--- src/rtl/nmi_req_pkg.sv ---
// rtl/nmi_req_pkg.sv - shared defaults and request bit indices for the NMI request path
package nmi_req_pkg;
   localparam int NMI_DEB_W_DEF   = 16;
   localparam int NMI_STB_LEN_DEF = 4;
   localparam int NMI_REQ_W       = 2;
   localparam int NMI_REQ_BTN     = 0;
   localparam int NMI_REQ_SPI     = 1;

   typedef logic [NMI_REQ_W-1:0] nmi_req_t;
endpackage

--- src/rtl/sync_debounce.sv ---
// rtl/sync_debounce.sv - 2-flop synchroniser plus counter debounce for an active-low pin
// Outputs a pressed-high level and one-cycle rise/fall pulses coincident with the level change.
module sync_debounce #(
   parameter int DEB_W = 16
) (
   input  logic fclk,
   input  logic rst_n,
   input  logic raw_n_i,
   output logic level_o,
   output logic rise_o,
   output logic fall_o
);
   logic             s1_q, s2_q;
   logic             lvl_q, lvl_d;
   logic [DEB_W-1:0] cnt_q, cnt_d;
   logic             mism, done;

   assign mism = (s2_q != lvl_q);
   assign done = mism & (&cnt_q);

   always_comb begin
      cnt_d = cnt_q;
      lvl_d = lvl_q;
      if (!mism) begin
         cnt_d = '0;
      end else if (done) begin
         cnt_d = '0;
         lvl_d = ~lvl_q;
      end else begin
         cnt_d = cnt_q + 1'b1;
      end
   end

   // lvl_q keeps pin polarity (1 = released) so reset matches an idle pin
   always_ff @(posedge fclk or negedge rst_n) begin
      if (!rst_n) begin
         s1_q  <= 1'b1;
         s2_q  <= 1'b1;
         lvl_q <= 1'b1;
         cnt_q <= '0;
      end else begin
         s1_q  <= raw_n_i;
         s2_q  <= s1_q;
         lvl_q <= lvl_d;
         cnt_q <= cnt_d;
      end
   end

   assign level_o = ~lvl_q;
   assign rise_o  = done & lvl_q;
   assign fall_o  = done & ~lvl_q;
endmodule

--- src/rtl/nmi_req.sv ---
// rtl/nmi_req.sv - builds glitch-free NMI request levels from the magic button and SPI strobe
// Each set_nmi bit's falling edge is one request to the downstream NMI stage.
module nmi_req
   import nmi_req_pkg::*;
#(
   parameter int DEB_W   = NMI_DEB_W_DEF,
   parameter int STB_LEN = NMI_STB_LEN_DEF
) (
   input  logic                 fclk,
   input  logic                 rst_n,
   input  logic                 btn_n,
   input  logic                 spi_nmi_stb,
   input  logic                 in_nmi,
   output logic [NMI_REQ_W-1:0] set_nmi,
   output logic                 btn_state
);
   localparam int STB_W = $clog2(STB_LEN + 1);

   logic             pressed, rise, fall;
   logic             armed_q, armed_d;
   logic [STB_W-1:0] stb_cnt_q, stb_cnt_d;
   nmi_req_t         set_q, set_d;

   sync_debounce #(.DEB_W(DEB_W)) u_deb (
      .fclk    (fclk),
      .rst_n   (rst_n),
      .raw_n_i (btn_n),
      .level_o (pressed),
      .rise_o  (rise),
      .fall_o  (fall)
   );

   // armed is decided once per press, so in_nmi changes mid-press cannot create an edge
   always_comb begin
      armed_d = armed_q;
      if (rise) begin
         armed_d = ~in_nmi;
      end else if (fall) begin
         armed_d = 1'b0;
      end

      stb_cnt_d = stb_cnt_q;
      if (spi_nmi_stb && !in_nmi) begin
         stb_cnt_d = STB_W'(STB_LEN);
      end else if (stb_cnt_q != '0) begin
         stb_cnt_d = stb_cnt_q - 1'b1;
      end

      set_d              = '0;
      set_d[NMI_REQ_BTN] = armed_q & pressed;
      set_d[NMI_REQ_SPI] = (stb_cnt_q != '0);
   end

   always_ff @(posedge fclk or negedge rst_n) begin
      if (!rst_n) begin
         armed_q   <= 1'b0;
         stb_cnt_q <= '0;
         set_q     <= '0;
      end else begin
         armed_q   <= armed_d;
         stb_cnt_q <= stb_cnt_d;
         set_q     <= set_d;
      end
   end

   assign set_nmi   = set_q;
   assign btn_state = pressed;
endmodule

--- config.mk ---
export PLATFORM = sky130hd
export DESIGN_NAME = nmi_req
export DESIGN_NICKNAME = d
export VERILOG_FILES = /design/src/rtl/nmi_req_pkg.sv /design/src/rtl/sync_debounce.sv /design/src/rtl/nmi_req.sv
export SDC_FILE = /design/constraint.sdc
export NUM_CORES = 1
export LEC_CHECK = 0
export ABC_AREA = 0
export CAP_MARGIN = 20
export CORE_UTILIZATION = 61
export DETAILED_ROUTE_END_ITERATION = 10
export GPL_TIMING_DRIVEN = 0
export PLACE_DENSITY = 0.88
export SLEW_MARGIN = 20
export SYNTH_ARGS = -nofsm -noshare
export SYNTH_HDL_FRONTEND = slang
export SYNTH_HIERARCHICAL = 1
export SYNTH_SLANG_ARGS = --single-unit
export TNS_END_PERCENT = 5
--- constraint.sdc ---
create_clock -name fclk -period 6.15 [get_ports fclk]
set_clock_uncertainty 0.15 [all_clocks]
set_input_delay 1.5375 -clock fclk [delete_from_list [all_inputs] [get_ports fclk]]
set_output_delay 1.5375 -clock fclk [all_outputs]
set_load 0.01 [all_outputs]
==> parameters.txt <==
Parameter                              Value

Status
  Run status    finished, final reports clean

Setup path
  Critical Path Fanout Max    4
  Endpoint arrival time on the critical path    1.43 ns
  Slowest cell on the critical path    sky130_fd_sc_hd__dfstp_2
  Data required, critical path    4.46 ns
  Critical path capture point type    output pin
  Largest incremental delay on the critical path    0.58 ns
  Worst-path cell chain    inv_1 > clkdlybuf4s50_1
  Crit Path Category    register to output pin
  Kind of start point of the critical path    register

Synthesis
  Share of synthesized flip-flops with an asynchronous set or reset    1.000
  Primary FF master, synth    sky130_fd_sc_hd__dfrtp_1
  Synth Area per Inst    ~11 um2
  EDFF count, synth    0
  Cells after synthesis    between 100 and 150
  Most frequent cell after synthesis    sky130_fd_sc_hd__dfrtp_1
  Sequential-to-total area share from yosys stat    0.5143
  Synth cell count leaders    22 x sky130_fd_sc_hd__dfrtp_1, 13 x sky130_fd_sc_hd__xnor2_1, 11 x sky130_fd_sc_hd__nor2_1, 10 x sky130_fd_sc_hd__nor2_2, 8 x sky130_fd_sc_hd__inv_1
  Dominant cells by area after synthesis    sky130_fd_sc_hd__dfrtp_1 45%, sky130_fd_sc_hd__xnor2_1 9.3%, sky130_fd_sc_hd__dfstp_2 6.4%
  Synthesis-stage register bit count    25
  Net Count, Synth    118
  Cell area after synthesis    ~1200 um2
  Count of unique library cells instantiated by Yosys    28
  Yosys warns    6
  Area leader, netlist    sky130_fd_sc_hd__dfrtp_1
  Area share of the largest cell type after synthesis    0.4499

Final layout
  Post-layout net count    130
  Synth-to-Final Area Change    10.02%
  Proportion of layout cells with a drive suffix above 1    0.2149
  Post-Layout Inst Area    around 1300 um2
  Count of inserted antenna diode cells    0
  Post-route non-filler standard cell count    146

Timing
  Setup repair after global routing missed its margin    false
  Total negative slack for setup checks    0 ns
  Period Utilization, post-route    0.5065
  Setup-failing EPs final    0
  Maximum achievable frequency    ~320 MHz
  Max-slew violation count    0
  Worst Max-Slew Pin Slew    about 0.55 ns
  Hold_ws    0.2194 ns
  Hold Vio Cnt, Final    0
  Final critical-path required period    between 3 and 4 ns
  Setup ws final    between 3 and 4 ns
  Worst slew margin relative to its limit    0.6366

Global routing
  Global-route wire length before repair    3277 um
  Number of global-route vias before repair    approximately 800
  GRT Overall Usage    0.2163
  Pin count of the biggest net entering global routing    26
  Total grt overflow    0
  Antenna violations before repair    0

CTS
  Number of CTS-inserted buffers    3
  Clock-pin transition on the worst setup and hold timing paths    approximately 0.13 ns
  Hold-fix buffers at CTS    0
  Clock root buffer master    sky130_fd_sc_hd__clkbuf_4
  Number of buffers inserted by post-CTS setup repair    0
  Clock tree from TritonCTS    yes
  CTS max path bufs    2
  H-tree depth    1
  Total of cells resized after clock tree synthesis    0
  Clock Latency Late Sink    0.30 ns
  Sink count of the clock tree    25

Placement
  Placed cells    142
  Port Buffer Count    7
  Setup Slack @ Placement    3.125 ns
  Post-DP HPWL    1405 um
  Gpl congestion    0.8254
  Area after DPL    1325 um2

Die
  Die Height    46.79 um
  Core Box Area    1802 um2
  Number of core rows    15
  Number of top-level pins    8
  Effective utilization at floorplan    0.6792
  Die width    46.79 um
  Die Footprint    2189 um2

Route
  Residual DRC count    0
  Ratio of routed vias to standard cells    5.445
  Wire length per cell    13.24 um
  Remaining antenna violation count    0
  Final wirelength    1933 um
  Number of DRC markers after the initial detailed-route iteration    4
  DRT Pass-1 Iters    4
  Routed via count    795

Hold path
  Worst min path class    register to register

Power and ir drop
  Static Leakage    0.5309 nW
  Maximum ir drop on the vdd rail    0.0001706 V
  Power density normalized to cell area    243.6 nW/um2

Flow run
  Max Cap Violations    0
[registers in the layout (all words and copies together) (netlist names)]
signal / cells
u_deb/s1_q: 1
set_nmi: 2
u_deb/lvl_q: 1
u_deb/s2_q: 1
u_deb/cnt_q: 16
stb_cnt_q: 3
armed_q: 1
[stage by stage]
stage	total power, mW	utilization
after floorplan	0.2423	-
after global placement	0.2576	0.7354
after detailed placement	0.2632	0.7354
after CTS	0.3333	0.7500
after global routing	0.3469	0.7472
final	0.3280	0.7472
[where the power goes]
group / switching, mW / total (mW) / internal, mW
logic: 0.0339 / 0.0681 / 0.0342
clock network: 0.0441 / 0.0694 / 0.0253
registers: 0.0104 / 0.191 / 0.180
[kinds of logic after synthesis]
| group | Yosys count | share of synthesized area |
|---|---|---|
| muxes | 1 | 0.01227 |
| DFF | 25 | 0.5143 |
| xor gates and xnor gates | 16 | 0.1145 |
| adders and majority gates | 3 | 0.03068 |
| buffers and inverters | 9 | 0.04090 |
| and+or+nand+nor | 52 | 0.2628 |
| AOI/OAI and AO/OA | 4 | 0.02453 |
[worst max-delay path: cells and delay by family, from the launching register on]
family / cells / cell delay [ns]
DFF: 1 / 0.58
buffers and inverters: 2 / 0.55
[layer usage]
metal,up-vias,share of wire,track usage
li1,392,-,-
met1,383,0.45,0.2532
met2,16,0.51,0.3722
met3,4,0.031,0.06154
met4,0,0.013,0.09143
met5,-,0,0
[worst paths after layout]
| path | start | end | slack (ns) | cells after the start |
|---|---|---|---|---|
| worst min register to register | u_deb/s1_q | u_deb/s2_q | 0.22 | 0 |
| min in group asynchronous | rst_n | u_deb/cnt_q[7] | 1.04 | 1 |
| worst max-delay path | u_deb/lvl_q | btn_state | 3.03 | 2 |
| worst min-delay path | u_deb/s1_q | u_deb/s2_q | 0.22 | 0 |
| max in group asynchronous | rst_n | u_deb/s2_q | 4.44 | 1 |
| worst max register to register | u_deb/cnt_q[0] | armed_q | 3.93 | 7 |
[layout make-up]
class | count | area (um2)
inverter | 8 | 30.03
clock buffer | 4 | 26.28
tap | 25 | 31.28
buffer | 1 | 20.02
sequential | 25 | 629.4
multi-input combinational | 76 | 544.3
fill | 132 | 455.4
timing repair buffer | 7 | 65.06
[placed cells by master (no fill, tap or decap), types with 3 or more instances in the layout]
master	n
sky130_fd_sc_hd__nor2_2	10
sky130_fd_sc_hd__dfrtp_1	22
sky130_fd_sc_hd__nand4_1	4
sky130_fd_sc_hd__nor2_1	11
sky130_fd_sc_hd__nand2_1	5
sky130_fd_sc_hd__clkdlybuf4s50_1	6
sky130_fd_sc_hd__dfstp_2	3
sky130_fd_sc_hd__inv_1	8
sky130_fd_sc_hd__nor3_1	4
sky130_fd_sc_hd__xor2_1	3
sky130_fd_sc_hd__xnor2_1	13
sky130_fd_sc_hd__ha_1	3
sky130_fd_sc_hd__clkbuf_4	3
sky130_fd_sc_hd__nor4_1	5
sky130_fd_sc_hd__nand3_1	4
Power figures use the tool's default switching activity.
